$ cat src/rtl/psum_accum_quant.sv
`timescale 1ns/1ps
// Accumulates NUM_PASS partial sums per output pixel on top of a signed bias, then
// rounds, applies ReLU and saturates to OUT_W bits into a small FWFT output FIFO.
module psum_accum_quant #(
    parameter int PSUM_W     = 14,
    parameter int ACC_W      = 20,
    parameter int OUT_W      = 8,
    parameter int NUM_PASS   = 3,
    parameter int FIFO_DEPTH = 4
) (
    input  logic              clk,
    input  logic              rst_n,
    input  logic              clr,
    input  logic [ACC_W-1:0]  cfg_bias,
    input  logic [3:0]        cfg_shift,
    input  logic [PSUM_W-1:0] psum_in,
    input  logic              psum_valid,
    output logic              psum_ready,
    output logic [OUT_W-1:0]  ofmap_out,
    output logic              ofmap_valid,
    input  logic              ofmap_ready,
    output logic              ovf_sticky
);

    localparam int SUM_W  = ACC_W + 2;
    localparam int RND_W  = SUM_W + 1;
    localparam int CNT_W  = (NUM_PASS > 1) ? $clog2(NUM_PASS) : 1;
    localparam int PTR_W  = (FIFO_DEPTH > 1) ? $clog2(FIFO_DEPTH) : 1;
    localparam int FCNT_W = PTR_W + 1;
    localparam logic [CNT_W-1:0]  LAST_PASS = CNT_W'(NUM_PASS - 1);
    localparam logic [FCNT_W:0]   DEPTH_L   = (FCNT_W + 1)'(FIFO_DEPTH);

    logic [CNT_W-1:0]        r_pass_cnt;
    logic signed [SUM_W-1:0] r_acc;
    logic [OUT_W-1:0]        r_q_data;
    logic                    r_q_valid;
    logic                    r_ovf;
    logic [PTR_W-1:0]        r_wr_ptr;
    logic [PTR_W-1:0]        r_rd_ptr;
    logic [FCNT_W-1:0]       r_fifo_count;
    logic [OUT_W-1:0]        r_mem [FIFO_DEPTH];

    logic                    w_beat;
    logic                    w_first;
    logic                    w_last;
    logic signed [SUM_W-1:0] w_bias_ext;
    logic signed [SUM_W-1:0] w_psum_ext;
    logic signed [SUM_W-1:0] w_base;
    logic signed [SUM_W-1:0] w_sum;
    logic signed [RND_W-1:0] w_sum_ext;
    logic signed [RND_W-1:0] w_half;
    logic signed [RND_W-1:0] w_biased;
    logic signed [RND_W-1:0] w_rounded;
    logic                    w_neg;
    logic                    w_sat;
    logic [OUT_W-1:0]        w_q_next;
    logic                    w_push;
    logic                    w_pop;
    logic                    w_fifo_nonempty;
    logic [FCNT_W:0]         w_occupancy;

    assign w_first    = (r_pass_cnt == '0);
    assign w_last     = (r_pass_cnt == LAST_PASS);
    assign w_bias_ext = {{(SUM_W - ACC_W){cfg_bias[ACC_W-1]}}, cfg_bias};
    assign w_psum_ext = {{(SUM_W - PSUM_W){1'b0}}, psum_in};
    assign w_base     = w_first ? w_bias_ext : r_acc;
    assign w_sum      = w_base + w_psum_ext;

    // One extra bit so adding the rounding half can never wrap.
    assign w_sum_ext  = {w_sum[SUM_W-1], w_sum};
    assign w_half     = (cfg_shift == 4'd0) ? '0 : (RND_W'(1) << (cfg_shift - 4'd1));
    assign w_biased   = w_sum_ext + w_half;
    assign w_rounded  = w_biased >>> cfg_shift;

    assign w_neg    = w_rounded[RND_W-1];
    assign w_sat    = !w_neg && (|w_rounded[RND_W-2:OUT_W]);
    assign w_q_next = w_neg ? '0 : (w_sat ? '1 : w_rounded[OUT_W-1:0]);

    // Results in the quant stage count against FIFO space so nothing is ever dropped.
    assign w_occupancy     = {1'b0, r_fifo_count} + {{FCNT_W{1'b0}}, r_q_valid};
    assign psum_ready      = (w_occupancy < DEPTH_L);
    assign w_beat          = psum_valid && psum_ready;
    assign w_fifo_nonempty = (r_fifo_count != '0);
    assign w_push          = r_q_valid;
    assign w_pop           = w_fifo_nonempty && ofmap_ready;

    assign ofmap_valid = w_fifo_nonempty;
    assign ofmap_out   = w_fifo_nonempty ? r_mem[r_rd_ptr] : '0;
    assign ovf_sticky  = r_ovf;

    always_ff @(posedge clk or negedge rst_n) begin
        if (!rst_n) begin
            r_pass_cnt   <= '0;
            r_acc        <= '0;
            r_q_data     <= '0;
            r_q_valid    <= 1'b0;
            r_ovf        <= 1'b0;
            r_wr_ptr     <= '0;
            r_rd_ptr     <= '0;
            r_fifo_count <= '0;
        end else if (clr) begin
            r_pass_cnt   <= '0;
            r_acc        <= '0;
            r_q_data     <= '0;
            r_q_valid    <= 1'b0;
            r_ovf        <= 1'b0;
            r_wr_ptr     <= '0;
            r_rd_ptr     <= '0;
            r_fifo_count <= '0;
        end else begin
            if (w_beat) begin
                r_acc <= w_sum;
                if (w_last) begin
                    r_pass_cnt <= '0;
                    r_q_data   <= w_q_next;
                    if (w_sat) begin
                        r_ovf <= 1'b1;
                    end
                end else begin
                    r_pass_cnt <= r_pass_cnt + CNT_W'(1);
                end
            end
            r_q_valid <= w_beat && w_last;

            if (w_push) begin
                r_wr_ptr <= r_wr_ptr + PTR_W'(1);
            end
            if (w_pop) begin
                r_rd_ptr <= r_rd_ptr + PTR_W'(1);
            end
            if (w_push && !w_pop) begin
                r_fifo_count <= r_fifo_count + FCNT_W'(1);
            end else if (w_pop && !w_push) begin
                r_fifo_count <= r_fifo_count - FCNT_W'(1);
            end
        end
    end

    // Storage needs no reset: the count alone defines which entries are live.
    always_ff @(posedge clk) begin
        if (w_push) begin
            r_mem[r_wr_ptr] <= r_q_data;
        end
    end

endmodule

$ cat config.mk
export PLATFORM = sky130hd
export DESIGN_NAME = psum_accum_quant
export DESIGN_NICKNAME = d
export VERILOG_FILES = /design/src/rtl/psum_accum_quant.sv
export SDC_FILE = /design/constraint.sdc
export NUM_CORES = 1
export LEC_CHECK = 0
export CORE_ASPECT_RATIO = 0.7
export CORE_UTILIZATION = 30
export DETAILED_ROUTE_END_ITERATION = 12
export MAX_ROUTING_LAYER = met4
export SYNTH_ARGS = -nofsm -noshare
export SYNTH_HDL_FRONTEND = slang
export SYNTH_SLANG_ARGS = --single-unit
$ cat constraint.sdc
create_clock -name clk -period 5.5 [get_ports clk]
set_input_delay 1.1 -clock clk [delete_from_list [all_inputs] [get_ports clk]]
set_output_delay 1.1 -clock clk [all_outputs]
set_load 0.05 [all_outputs]
==> results.txt <==
outcome: finished with violations
violated checks: design-rule violations, negative setup slack
number of fill cells: 2021
Synth area leaders: dfrtp_1, edfxtp_1, nand2_1
CTS Sinks: 73
Arrival @ worst endpoint: 5830 ps
Reg2Reg Depth: 28
detailed-route via count: 6715
WP data required: 5730 ps
Post-Syn Instances: 762
largest net degree at the start of global routing: 42
Cell Area, Synth: 6640 µm²
r2r endpoint: r_q_data[0]$_DFFE_PN0P_
hold_buf cts: 0
setup TNS: -415 ps
Synth Net Count: 843
Initial Utilization: 0.306
H-tree depth: 3
max-cap check violation count: 0
num ports: 54
final core occ: 0.455
unrepaired setup endpoints after global routing: true
Hold Path Sink: r_acc[13]$_DFFE_PN0P_
number of remaining DRC errors: 3
r2r setup slk: -90 ps
Final Cycle Share: 1.02
dpl ws: -1080 ps
most frequent cells in the layout: buf_4, nand2_1, nor2_1
GR Util All Layers: 0.187
IO buf count: 53
Synth Flop Type: dfrtp_1
remaining global-route overflow: 0
worst-margin pin slew: 1010 ps
CTS tree: yes
fraction of final layout cells sized beyond drive strength 1: 0.379
number of global-route vias before repair: 6410
Async SR Flop Fraction: 0.562
Final Skew: 11.6 ps
commonest non-fill, non-tap cell in the layout: buf_4
post-layout min period: 5600 ps
worst vdd ir: 0.185 mV
Distinct cells, synth: 93
Final Hold Violating Endpoints: 0
hold_ws: 525 ps
Layout Nets: 1073
Tot Pwr: 4.17 mW
Final setup violation count: 9
Critical Path Max Stage Delay: 440 ps
CP Max Fanout: 8
fmax: 179 MHz
Reg-to-Reg Start: r_pass_cnt[1]$_DFFE_PN0P_
DP Wirelength: 15100 µm
TritonCTS buffer count: 9
Core ar.: 21700 µm²
Layout area overhead: 48.3%
placer congestion estimate: 0.897
std cell rows: 45
CP Capture Type: flop
initial antenna violation count: 0
clock tree buffer depth: 2
slowest cell on the critical path: a2111oi_4
first-pass GRT wire length: 33300 µm
Clock transition at path regs: 70 ps
Pwr Density: 423 nW/µm²
max-slew violations: 0
Yosys top cell area share: 0.154
CTS root buf: clkbuf_16
Post-Syn Area per Cell: 8.72 µm²
crit path kind: in -> reg
Die X: 180 µm
sequential-to-total area share from yosys stat: 0.299
Clk Latency, worst-skew pair: 350 ps
worst min path class: reg -> reg
Total Wirelength: 21100 µm
routed wire length per instance: 16.5 µm
final worst slack: -99.1 ps
P_leak: 4.20 nW
Total Die Area: 22800 µm²
Initial DRT Pass Iterations: 9
Worst slew margin: 0.323
startpoint types: input pin
#FFs+latches synth: 73
hold path cells: 2
dominant cell type by area after synthesis: dfrtp_1
DR iter-0 viols: 478
ant diodes: 0
hold path startpoint: r_acc[13]$_DFFE_PN0P_
Antenna Nets Post-Route: 0
Vias/cell: 5.25
synthesis warning total: 0
number of flops mapped to enable cells by yosys: 32
Die H: 127 µm
## where the power goes
group          switching, mW  internal [mW]  total [mW]
Sequential            0.0675          0.627       0.694
Combinational           1.51           1.41        2.91
Clock                  0.253          0.306       0.559
## layout make-up
cell class / count / area [µm²] / share of cell area
Clock buffer: 10 / 229 / 0.0232
Timing Repair Buffer: 258 / 2130 / 0.216
Multi-Input combinational cell: 626 / 5020 / 0.510
Tap cell: 282 / 353 / 0.0358
Inverter: 24 / 90.1 / 0.00914
Sequential cell: 73 / 1990 / 0.202
Clock inverter: 6 / 42.5 / 0.00432
## sequential cells by signal, summed over array words and instances, names as in the netlist
| signal | flops |
|---|---|
| r_wr_ptr | 2 |
| r_fifo_count | 3 |
| ovf_sticky | 1 |
| r_rd_ptr | 2 |
| r_pass_cnt | 2 |
| r_mem | 32 |
| r_q_valid | 1 |
| r_acc | 22 |
| r_q_data | 8 |
## through the flow
stage	area (µm²)	cells
2_1_floorplan	6700	762
3_3_place_gp	8520	1215
3_5_place_dp	8520	1215
4_1_cts	9450	1264
5_1_grt	9850	1279
6_report	9850	1279
## cells in the mapped netlist (4+ instances only)
cell type,instances
a2111oi_0,4
a211oi_1,16
a21o_1,10
a21oi_1,68
a31oi_1,8
and2_1,22
and3_1,5
buf_6,5
clkbuf_1,25
clkbuf_8,6
dfrtp_1,41
edfxtp_1,32
ha_1,35
inv_1,22
mux2i_1,27
mux4_2,10
nand2_1,126
nand2b_1,4
nand3_1,13
nor2_1,62
nor3_1,23
nor4_1,5
o2111ai_1,5
o211a_1,5
o211ai_1,7
o21a_1,6
o21ai_0,25
o21ai_1,10
o21bai_1,4
o22ai_1,4
o31ai_1,4
xnor2_1,24
xor2_1,13
## timing repair
| action | CTS | global route |
|---|---|---|
| cloned | 0 | 2 |
| buffers inserted | 34 | 13 |
| resized for setup | 117 | 57 |
| pin swaps | 65 | 59 |
| setup endpoints to repair | 9 | 9 |
## metal layers
layer	GRT usage	share of wire	vias to the layer above
li1	-	-	3258
met1	0.272	0.51	3253
met2	0.273	0.43	190
met3	0.0256	0.056	14
met4	0.0436	0.0092	0
met5	-	0	-
## worst max path at each step
stage	endpoint	cells past startpoint	from	slack (ps)
global route	r_q_data[0]$_DFFE_PN0P_	27	cfg_bias[1]	-280
detailed placement	r_q_data[2]$_DFFE_PN0P_	28	cfg_bias[2]	-1080
global placement	r_q_data[4]$_DFFE_PN0P_	27	cfg_bias[0]	-760
finish	r_q_data[0]$_DFFE_PN0P_	27	cfg_bias[1]	-100
floorplan	r_q_data[0]$_DFFE_PN0P_	24	cfg_bias[0]	10
CTS	r_q_data[5]$_DFFE_PN0P_	27	cfg_bias[2]	-4
## critical path, delay by kind of cell
family	cells	cell delay (ps)
buffers and inverters	3	460
AND/OR/NAND/NOR	6	740
adder cells (fa/ha/maj)	2	630
XOR/XNOR	1	190
AO/OA/AOI/OAI	15	2700
## kinds of logic (layout without fill, tap and decap cells)
family                   after synthesis  count (layout)  synth area share
multiplexers                          43              43            0.0919
AO/OA/AOI/OAI                        213             213             0.219
adder cells (fa/ha/maj)               38              38            0.0750
flip-flops                            73              73             0.299
XOR/XNOR                              38              38            0.0512
other                                  1               1          0.000564
buffers and inverters                 63             298            0.0503
AND/OR/NAND/NOR                      293             293             0.213
Note: power is estimated with default switching activity, not from simulation.
